`config.mk`:
```
export PLATFORM = sky130hd
export DESIGN_NAME = pipeline_hazard_ctrl
export DESIGN_NICKNAME = d
export VERILOG_FILES = /design/src/rtl/pipeline_hazard_ctrl.sv
export SDC_FILE = /design/constraint.sdc
export NUM_CORES = 1
export LEC_CHECK = 0
export ABC_CLOCK_PERIOD_IN_PS = 2600
export CAP_MARGIN = 40
export CORE_UTILIZATION = 44
export DETAILED_ROUTE_END_ITERATION = 12
export PLACE_DENSITY_LB_ADDON = 0.12
export SKIP_LAST_GASP = 1
export SLEW_MARGIN = 20
export SYNTH_ARGS = -nofsm -noshare
export SYNTH_HDL_FRONTEND = slang
export SYNTH_SLANG_ARGS = --single-unit
```
`constraint.sdc`:
```
create_clock -name clk -period 2.6 [get_ports clk]
set_input_delay 0.52 -clock clk [delete_from_list [all_inputs] [get_ports clk]]
set_output_delay 0.52 -clock clk [all_outputs]
set_load 0.005 [all_outputs]
```
`src/rtl/pipeline_hazard_ctrl.sv`:
```
// Hazard, forwarding and halt-drain sequencing for the five-stage pipeline.
// Drives PC / IF-ID / ID-EX hold and squash, plus saturating perf counters.
module pipeline_hazard_ctrl #(
   parameter int CNT_W = 16
) (
   input  logic             clk,
   input  logic             rst,
   input  logic             id_valid,
   input  logic             id_halt,
   input  logic [4:0]       id_rs1,
   input  logic [4:0]       id_rs2,
   input  logic             id_uses_rs1,
   input  logic             id_uses_rs2,
   input  logic             ex_valid,
   input  logic             ex_is_load,
   input  logic             ex_reg_write,
   input  logic [4:0]       ex_rd,
   input  logic [4:0]       ex_rs1,
   input  logic [4:0]       ex_rs2,
   input  logic             ex_redirect,
   input  logic             mem_valid,
   input  logic             mem_reg_write,
   input  logic [4:0]       mem_rd,
   input  logic             wb_valid,
   input  logic             wb_reg_write,
   input  logic             wb_halt,
   input  logic [4:0]       wb_rd,
   output logic             pc_hold,
   output logic             if_id_wen,
   output logic             id_ex_wen,
   output logic             if_id_flush,
   output logic             id_ex_flush,
   output logic [1:0]       fwd_a_sel,
   output logic [1:0]       fwd_b_sel,
   output logic             halted,
   output logic [CNT_W-1:0] stall_count,
   output logic [CNT_W-1:0] flush_count
);

   typedef enum logic [1:0] {RUN, DRAIN, HALTED} state_t;

   state_t state, state_n;
   logic   lu;
   logic   wb_done;
   logic   halt_go;
   logic   stall_inc;
   logic   flush_inc;

   function automatic logic [1:0] fwd_sel(input logic [4:0] rs);
      if (mem_valid && mem_reg_write && mem_rd != 5'd0 && mem_rd == rs)
         return 2'b01;
      else if (wb_valid && wb_reg_write && wb_rd != 5'd0 && wb_rd == rs)
         return 2'b10;
      else
         return 2'b00;
   endfunction

   assign lu = id_valid && ex_valid && ex_is_load && ex_reg_write &&
               ex_rd != 5'd0 &&
               ((id_uses_rs1 && id_rs1 == ex_rd) ||
                (id_uses_rs2 && id_rs2 == ex_rd));

   assign wb_done   = wb_valid && wb_halt;
   assign halt_go   = id_valid && id_halt && !ex_redirect && !lu;
   assign stall_inc = (state == RUN) && !rst && !ex_redirect && lu;
   assign flush_inc = (state != HALTED) && !rst && ex_redirect;

   always_comb begin
      pc_hold     = 1'b0;
      if_id_wen   = 1'b0;
      id_ex_wen   = 1'b0;
      if_id_flush = 1'b0;
      id_ex_flush = 1'b0;
      fwd_a_sel   = rst ? 2'b00 : fwd_sel(ex_rs1);
      fwd_b_sel   = rst ? 2'b00 : fwd_sel(ex_rs2);
      if (state == HALTED) begin
         pc_hold     = 1'b1;
         if_id_wen   = 1'b1;
         if_id_flush = 1'b1;
         id_ex_flush = 1'b1;
      end else if (rst || ex_redirect) begin
         if_id_flush = 1'b1;
         id_ex_flush = 1'b1;
      end else if (state == DRAIN) begin
         pc_hold     = 1'b1;
         if_id_flush = 1'b1;
      end else if (lu) begin
         pc_hold     = 1'b1;
         if_id_wen   = 1'b1;
         id_ex_flush = 1'b1;
      end
   end

   // A halt reaching WB always wins, even if the drain was never entered.
   always_comb begin
      state_n = state;
      unique case (state)
         RUN: begin
            if (wb_done)
               state_n = HALTED;
            else if (halt_go)
               state_n = DRAIN;
         end
         DRAIN: begin
            if (wb_done)
               state_n = HALTED;
         end
         HALTED:  state_n = HALTED;
         default: state_n = RUN;
      endcase
   end

   always_ff @(posedge clk) begin
      if (rst) begin
         state       <= RUN;
         halted      <= 1'b0;
         stall_count <= '0;
         flush_count <= '0;
      end else begin
         state  <= state_n;
         halted <= (state_n == HALTED);
         if (stall_inc && stall_count != '1)
            stall_count <= stall_count + 1'b1;
         if (flush_inc && flush_count != '1)
            flush_count <= flush_count + 1'b1;
      end
   end

endmodule

```
==> results.cfg, run 1 <==
[synth]
synth-main-ff-cell = dfxtp_1
synth_compound_area_share_pct = 11.82
synth_most_common_cell = dfxtp_1
syn_inst = 281
synthSimpleGateAreaFrac_pct = 34.11
synth_mux_area_share_pct = 1.997
synthAdderAreaFrac_pct = 1.511
synth_top_family_by_area = simple AND/OR/NAND/NOR gates
synth-seq-cells = 34
synth_edf_count = 0
syn_area_mm2 = 0.002318
synthArstFlopShare_pct = 0
yosysWarnings = 0
synth_nets = 333
synth_xor_area_share_pct = 15.87
yosys.area.top_type = dfxtp_1
synthDistinctLibCells = 50
synth_common_cells = dfxtp_1, nor2_1, xnor2_1
synth.yosys.seq_area_share_pct = 29.36
yosysTopAreaCellShare_pct = 29.36
avgSynthCellArea_um2 = 8.251
synth_area_leaders = dfxtp_1, xnor2_1, xor2_1

[critical_path]
cpPeakStageDelay_ns = 0.25
rr_worst_depth = 6
reg2reg_from = stall_count[8]$_SDFFE_PP0P_
r2r_slack_ns = 0.43
cp-endpoint = if_id_wen
worstPathArrival_ns = 2.03
startpoint_type = input pin
startpoint = id_rs1[4]
crit_chain = clkdlybuf4s15_1 -> xor2_1 -> nor4_2 -> a32oi_2 -> buf_4 -> nor4_4 -> maj3_2 -> buf_6
crit_type = in -> out
cp_num_cells = 8
critPathTopFamily = buffers and inverters
r2r_end = stall_count[1]$_SDFFE_PP0P_
end_kind = primary output
worst-path-buf-inv = 3
slowest_stage = maj3_2
required_ns = 2.08
critPathMaxFanout = 3

[sta]
hold_violations = 0
skew_ns = 0.008193
hold_slack_ns = 0.5031
rsz0062_at_grt = true
worst_pin_slew_ns = 0.5538
setup_viol = 0
max-slew-margin-rel_pct = 62.74
final_max_slew_viol_count = 0
fin_crit_sh_pct = 98.21
finalCriticalPeriod_ns = 2.554
max_freq_mhz = 391.6

[cts]
root_buffer = clkbuf_8
cts.sinks = 34
cts_buffers = 5
clk_pin_slew_ns = 0.06
cts-htree-levels = 2
cts_tree = built
clock_latency_ns = 0.29
clockBufferDepth = 2
hold_buffers = 0

[drt]
firstDrtPassIters = 4
via_count = 2550
top_layer = met4
first_iter_violations = 99
ant_nets = 0
vias_per_cell = 5.290
wl_met2_um = 3578
post_drt_wl_per_cell_um = 14.24
routed_wirelength_um = 6862
met1_length_um = 2840
wl_met3_um = 310
drc = 0

[global_route]
grt_max_degree = 24
grt_usage_pct = 25.94
grt_pass1_vias = 2543
grt_pass1_wl_um = 11170
overflow = 0
antenna_found_initial = 0

[die]
core_area_mm2 = 0.005075
die_area_mm2 = 0.005564
rows = 26
fp.dieH_um = 74.59
die_x_um = 74.59
ios = 92
start_util_pct = 45.69

[power_and_ir_drop]
leakage_nw = 1.341
vdd_drop_max_mv = 0.2125
cellPowerDensity_mw_per_mm2 = 315.4

[cells_and_area]
fillers = 410
drive_above_1_share_pct = 22.33
fin_nets = 465
finish.utilization_pct = 73.37
diodes = 0
area_delta_synth_final_pct = 60.60

[run_status]
outcome = finished clean

[placed_design]
numPortBuffers = 90
finalWeightedCongestion = 0.8460
dpl.hpwl_um = 5171

[hold_path]
hold_path_class = reg -> reg

[job]
cap_violations = 0
==> registers in the layout, summed over array words and instances (netlist names) <==
name and count:
halted 1, flush_count 16, stall_count 16, state 1
==> cell type report <==
cell class                      instances  area (µm²)  share of cell area, %
Multi-Input combinational cell        225        1613                  43.31
Timing Repair Buffer                  138        1226                  32.93
Sequential cell                        34       680.7                  18.28
Tap cell                               70       87.58                  2.352
Clock buffer                            6       82.58                  2.218
Inverter                                9       33.78                 0.9073
==> report_power, final <==
part	total, mW	internal [mW]	switching [mW]
Sequential	0.531	0.524	0.00609
Combinational	0.253	0.145	0.108
Clock	0.390	0.204	0.186
Total	1.17	0.874	0.300
==> through the flow <==
step                total power, mW  setup TNS, ns  worst slack (ns)  instance area [µm²]  instances
floorplan                    0.6240              0            0.2619                 2318        281
global placement             0.7785         -3.694           -0.6146                 3543        471
detailed placement           0.7828         -4.287           -0.6764                 3543        471
CTS                           1.173              0          0.001672                 3669        481
global route                  1.218       -0.03564          -0.03221                 3724        482
finish                        1.174              0           0.04645                 3724        482
==> placed cells by master (no fill, tap or decap), types with 8 or more instances in the layout <==
| cell | netlist | layout |
|---|---|---|
| dfxtp_1 | 34 | 34 |
| buf_4 | 1 | 47 |
| inv_1 | 9 | 9 |
| nand3_1 | 16 | 16 |
| nor3_1 | 8 | 8 |
| a21oi_1 | 17 | 17 |
| nand4_1 | 14 | 14 |
| xnor2_1 | 22 | 21 |
| nor2_1 | 27 | 26 |
| clkdlybuf4s50_1 | 0 | 60 |
| or4_1 | 9 | 8 |
| or3_1 | 8 | 8 |
| xor2_1 | 20 | 19 |
| nand2_1 | 11 | 11 |
==> timing repair <==
item | CTS | global route
gates resized for setup | 56 | 36
buffers inserted | 4 | 1
setup endpoints to repair | 7 | 7
pin swaps | 15 | 17
==> layer usage <==
metal | up-vias | track usage, %
li1 | 1296 | -
met1 | 1176 | 29.27
met2 | 64 | 48.25
met3 | 14 | 5.556
met4 | 0 | 8.176
met5 | - | 0
==> worst min path at each step <==
stage	startpoint	to	slack, ns	cells after the start
after global routing	flush_count[13]$_SDFFE_PP0P_	flush_count[13]$_SDFFE_PP0P_	0.53	1
after CTS	flush_count[13]$_SDFFE_PP0P_	flush_count[13]$_SDFFE_PP0P_	0.51	1
final	flush_count[13]$_SDFFE_PP0P_	flush_count[13]$_SDFFE_PP0P_	0.50	1
after floorplan	flush_count[13]$_SDFFE_PP0P_	flush_count[13]$_SDFFE_PP0P_	0.48	1
after detailed placement	flush_count[13]$_SDFFE_PP0P_	flush_count[13]$_SDFFE_PP0P_	0.50	1
after global placement	flush_count[13]$_SDFFE_PP0P_	flush_count[13]$_SDFFE_PP0P_	0.48	1
==> logic make-up after synthesis <==
kind of cell               Yosys count
and+or+nand+nor                    132
AOI/OAI and AO/OA                   43
xor gates and xnor gates            42
DFF                                 34
buffers and inverters               22
muxes                                4
adders and majority gates            3
other                                1
No activity file was read; power rests on OpenSTA's default activity.
==> run 2, diff against run 1 <==
Settings changed: CORE_ASPECT_RATIO set to 2, CORE_MARGIN set to 3, GPL_TIMING_DRIVEN set to 0.
==> run 2 against run 1 <==
Against the previous run:
- combinational power shrank 13%
- first-iteration DRC count fell by 44%
- routed wire length up 4.2%
- largest cell class unchanged
- highest routed layer unchanged
==> results.cfg, run 2 (synthesis gave the netlist of run 1 again) <==
[run_status]
outcome = finished clean

[cells_and_area]
diodes = 0
fin_nets = 433
finish.utilization_pct = 70.30
area_delta_synth_final_pct = 51.59
fin_area_mm2 = 0.003515
reg_top3 = flush_count (16), stall_count (16)
layout_commonest_cell = clkdlybuf4s50_1
layout_common_cells = clkdlybuf4s50_1, dfxtp_1, nor2_1, xnor2_1, a21oi_1
drive_above_1_share_pct = 16.23

[placed_design]
dpl.hpwl_um = 5415
place_area_mm2 = 0.003281
finalWeightedCongestion = 0.7976
numPortBuffers = 89

[die]
die_x_um = 57.33
start_util_pct = 46.37
die_area_mm2 = 0.006229
rows = 36
fp.dieH_um = 108.7
ios = 92
core_area_mm2 = 0.005000

[cts]
cts_buffers = 5
root_buffer = clkbuf_8
cts.sinks = 34
cts_tree = built
clk_pin_slew_ns = 0.08
clock_latency_ns = 0.30
clockBufferDepth = 2
cts-htree-levels = 2

[power_and_ir_drop]
leakage_nw = 1.176
comb_power_share_pct = 16.2
p_clk_share_pct = 44.6
cellPowerDensity_mw_per_mm2 = 384.6
power_frac_seq_pct = 39.2
vdd_drop_max_mv = 0.7556
switching_power_uw = 326.3
power.internal_mw = 1.025
total_power_mw = 1.352
swShare_pct = 24.14

[global_route]
grt_usage_pct = 24.02
grt_pass1_wl_um = 11770
grt_max_degree = 13
antenna_found_initial = 0
overflow = 0
grt_pass1_vias = 2676

[drt]
vias_per_cell = 5.784
ant_nets = 0
routed_wirelength_um = 7149
firstDrtPassIters = 7
drc = 0
first_iter_violations = 55
post_drt_wl_per_cell_um = 16.28
via_count = 2539

[critical_path]
required_ns = 2.08
crit_chain = clkdlybuf4s50_1 -> or4_1 -> o21ai_2 -> nor4_1 -> and4_1 -> clkdlybuf4s15_2
worst-path-buf-inv = 2
critPathMaxFanout = 3
end_kind = primary output
reg2reg_from = stall_count[0]$_SDFFE_PP0P_
startpoint = wb_rd[4]
crit_type = in -> out
startpoint_type = input pin
slowest_stage = clkdlybuf4s50_1
worstPathArrival_ns = 2.08
critPathTopFamily = simple AND/OR/NAND/NOR gates
cpPeakStageDelay_ns = 0.46

[sta]
rsz0062_at_grt = true
finalCriticalPeriod_ns = 2.597
final_max_slew_viol_count = 0
max_freq_mhz = 385.0
skew_ns = 0.01225
setup_viol = 0
max-slew-margin-rel_pct = 60.00
tns_ns = 0
worst_pin_slew_ns = 0.5956
hold_violations = 0
fin_crit_sh_pct = 99.90

[hold_path]
hold_path_class = reg -> reg
min_from = stall_count[10]$_SDFFE_PP0P_

[job]
cap_violations = 0
## run 2: cell count changes in the layout (fill, tap and decap cells not counted), moves of 3 or more
| cell | delta |
|---|---|
| xor2_1 | -4 |
| buf_4 | -40 |
| dlymetal6s2s_1 | -4 |
| clkbuf_1 | +5 |
| xor2_2 | +4 |
| buf_6 | +4 |
| clkdlybuf4s15_1 | -3 |
## run 2: worst paths after layout
path | cells past startpoint | slack (ns) | endpoint
worst max-delay path | 6 | 0.003 | fwd_a_sel[1]
worst min-delay path | 2 | 0.53 | stall_count[10]$_SDFFE_PP0P_
worst max register to register | 7 | 0.38 | stall_count[14]$_SDFFE_PP0P_
worst min register to register | 2 | 0.53 | stall_count[10]$_SDFFE_PP0P_
## run 2: final cells by class
class,count,area [µm²]
multi-input combinational,225,1617
timing repair buffer,95,902.1
clock buffer,5,68.82
fill,407,1485
clock inverter,3,68.82
sequential,34,680.7
inverter,9,33.78
tap,57,71.32
buffer,11,72.57
## run 2: power by group through the flow
| stage | combinational, mW | clock, mW | sequential (mW) |
|---|---|---|---|
| after floorplan | 0.0827 | 0 | 0.541 |
| after global placement | 0.205 | 0 | 0.542 |
| after detailed placement | 0.208 | 0 | 0.542 |
| after CTS | 0.207 | 0.610 | 0.530 |
| after global routing | 0.236 | 0.629 | 0.531 |
| final | 0.219 | 0.602 | 0.530 |
## run 2: worst reg2reg max path: stages, from the launching register on
cell and delay (ns):
dfxtp_1 0.40, ha_1 0.24, nand2_1 0.07, or3_1 0.34, buf_2 0.18, or4_1 0.42, nor3_2 0.12, mux2_1 0.34
## run 2: per-stage QoR
step	setup slack, ns	std cells	hold slack [ns]
floorplan	0.2619	281	0.4759
global placement	-1.077	427	0.4865
detailed placement	-1.064	427	0.5146
CTS	-0.008116	439	0.5245
global route	-0.06970	439	0.5368
finish	0.002516	439	0.5293
## run 2: repair_timing
action,4_1_cts,5_1_grt
hold buffers,0,0
resized for setup,73,40
setup endpoints to repair,7,6
pin swaps,12,12
buffers inserted,5,1
## run 2: routing by layer
metal,up-vias,track usage [%],wire length (µm)
met4,0,12.77,275
met3,22,6.161,386
met5,-,0,0
met2,87,46.48,4085
met1,1202,21.88,2402
li1,1228,-,-
==> run 3, diff against run 2 <==
Settings changed: CORE_UTILIZATION 44 to 40.
==> run 3 against run 2 <==
Against the previous run:
- clock-buffer cell count is the same
- routed wire length down 4.0%
- hold slack worse by 0.019 ns
- sequential power barely moved
- global-route usage down 3.5 points
- combinational power down 3%
- clock skew fell by 0.0062 ns
- worst setup slack improved by 0.072 ns
- critical path type unchanged
==> results.cfg, run 3 (synthesis gave the netlist of run 1 again) <==
[sta]
tns_ns = 0
skew_ns = 0.006074
final_max_slew_viol_count = 0
worst_pin_slew_ns = 0.5623
setup_viol = 0
hold_violations = 0
finalCriticalPeriod_ns = 2.526
rsz0062_at_grt = true
max-slew-margin-rel_pct = 62.23
fin_crit_sh_pct = 97.14
max_freq_mhz = 395.9

[placed_design]
numPortBuffers = 89
dp.cells = 430
finalWeightedCongestion = 0.8488
dpl.hpwl_um = 5384

[drt]
via_count = 2484
vias_per_cell = 5.645
post_drt_wl_per_cell_um = 15.59
ant_nets = 0
first_iter_violations = 73
routed_wirelength_um = 6861
drc = 0
firstDrtPassIters = 4

[critical_path]
cpMostUsedCell = nor4_4
end_kind = primary output
critPathMaxFanout = 2
worstPathArrival_ns = 2.01
crit_chain = buf_6 -> xor2_4 -> nor4_4 -> a32oi_2 -> buf_4 -> nor4_4 -> maj3_2 -> buf_2
required_ns = 2.08
cpPeakStageDelay_ns = 0.31
startpoint_type = input pin
crit_type = in -> out
slowest_stage = nor4_4

[cts]
cts-htree-levels = 2
clock_latency_ns = 0.29
hold_buffers = 0
cts_tree = built
cts.sinks = 34
root_buffer = clkbuf_8
clk_pin_slew_ns = 0.07
cts_buffers = 5
clockBufferDepth = 2

[cells_and_area]
layout_commonest_cell = clkdlybuf4s50_1
final_cells = 440
drive_above_1_share_pct = 15.53
fillers = 519
finish.utilization_pct = 61.77
multiInputGateArea_mm2 = 0.001617
layout_common_cells = clkdlybuf4s50_1, dfxtp_1, nor2_1, xnor2_1, a21oi_1
fin_nets = 432
diodes = 0
area_delta_synth_final_pct = 46.95
reg_top3 = flush_count (16), stall_count (16)
register_area_um2 = 680.7

[die]
die_x_um = 59.84
core_area_mm2 = 0.005515
fp.dieH_um = 113.7
die_area_mm2 = 0.006801
ios = 92
start_util_pct = 42.04
rows = 38

[power_and_ir_drop]
power_frac_seq_pct = 47.1
leakage_nw = 1.149
cellPowerDensity_mw_per_mm2 = 330.4
switching_power_uw = 309.5
p_clk_share_pct = 34.0
power.internal_uw = 816.3
comb_power_share_pct = 18.9
vdd_drop_max_mv = 0.3201
swShare_pct = 27.49

[run_status]
outcome = finished clean

[global_route]
grt_max_degree = 12
antenna_found_initial = 0
grt_pass1_wl_um = 10920
overflow = 0
grt_pass1_vias = 2457
grt_usage_pct = 20.51

[hold_path]
hold_path_class = reg -> reg

[job]
cap_violations = 0
## run 3: cell types whose count changed in the layout (fill, tap and decap cells not counted), sizes merged
| cell | previous run | this run |
|---|---|---|
| clkdlybuf4s15 | 7 | 2 |
| buf | 18 | 20 |
| bufinv | 2 | 0 |
| clkbuf | 18 | 19 |
| clkdlybuf4s50 | 60 | 59 |
| clkinv | 1 | 2 |
| dlygate4sd2 | 7 | 8 |
| dlymetal6s2s | 1 | 2 |
## run 3: timing repair
item,CTS,global route
endpoints found under the hold margin,0,0
resized for setup,72,33
pin swaps,9,13
setup endpoints to repair,18,7
buffers inserted,5,1
## run 3: path summary, 6_finish.rpt
kind	startpoint	endpoint	slack (ns)	cells past startpoint
setup reg to reg	stall_count[0]$_SDFFE_PP0P_	stall_count[14]$_SDFFE_PP0P_	0.40	7
hold reg to reg	flush_count[13]$_SDFFE_PP0P_	flush_count[13]$_SDFFE_PP0P_	0.51	1
hold / removal	flush_count[13]$_SDFFE_PP0P_	flush_count[13]$_SDFFE_PP0P_	0.51	1
setup / recovery	id_rs1[1]	if_id_wen	0.07	8
## run 3: layout make-up
class	instances	area share (%)
inverter	9	0.9916
buffer	11	2.130
clock buffer	5	2.020
tap	60	2.203
timing repair buffer	94	24.94
sequential	34	19.98
clock inverter	2	0.2938
multi-input combinational	225	47.45
## run 3: routing by layer
| layer | global-route usage [%] | vias up | share of wire [%] |
|---|---|---|---|
| met1 | 19.75 | 1153 | 35 |
| met2 | 39.16 | 89 | 56 |
| met3 | 4.757 | 16 | 6.2 |
| met4 | 8.136 | 0 | 2.7 |
| li1 | - | 1226 | - |
| met5 | 0 | - | 0 |
## run 3: critical path: cells and delay by family
kind	cells	cell delay (ns)
adders and majority gates	1	0.23
buffers and inverters	3	0.38
and+or+nand+nor	2	0.52
AOI/OAI and AO/OA	1	0.17
xor gates and xnor gates	1	0.18
## run 3: stage by stage
stage	total power, mW	instance area, µm²	hold slack, ns	setup slack, ns
final	1.126	3407	0.5106	0.07427
after global routing	1.166	3407	0.5451	-0.01784
after CTS	1.120	3386	0.5152	-0.08339
after detailed placement	0.7502	3284	0.4989	-1.253
after global placement	0.7479	3284	0.4802	-1.193
after floorplan	0.6240	2318	0.4759	0.2619
## run 3: power groups by stage
stage / registers, mW / clock network, mW / logic, mW
5_1_grt: 0.531 / 0.405 / 0.231
4_1_cts: 0.530 / 0.384 / 0.206
2_1_floorplan: 0.541 / 0 / 0.0827
3_5_place_dp: 0.542 / 0 / 0.208
6_report: 0.530 / 0.383 / 0.212
3_3_place_gp: 0.542 / 0 / 0.206
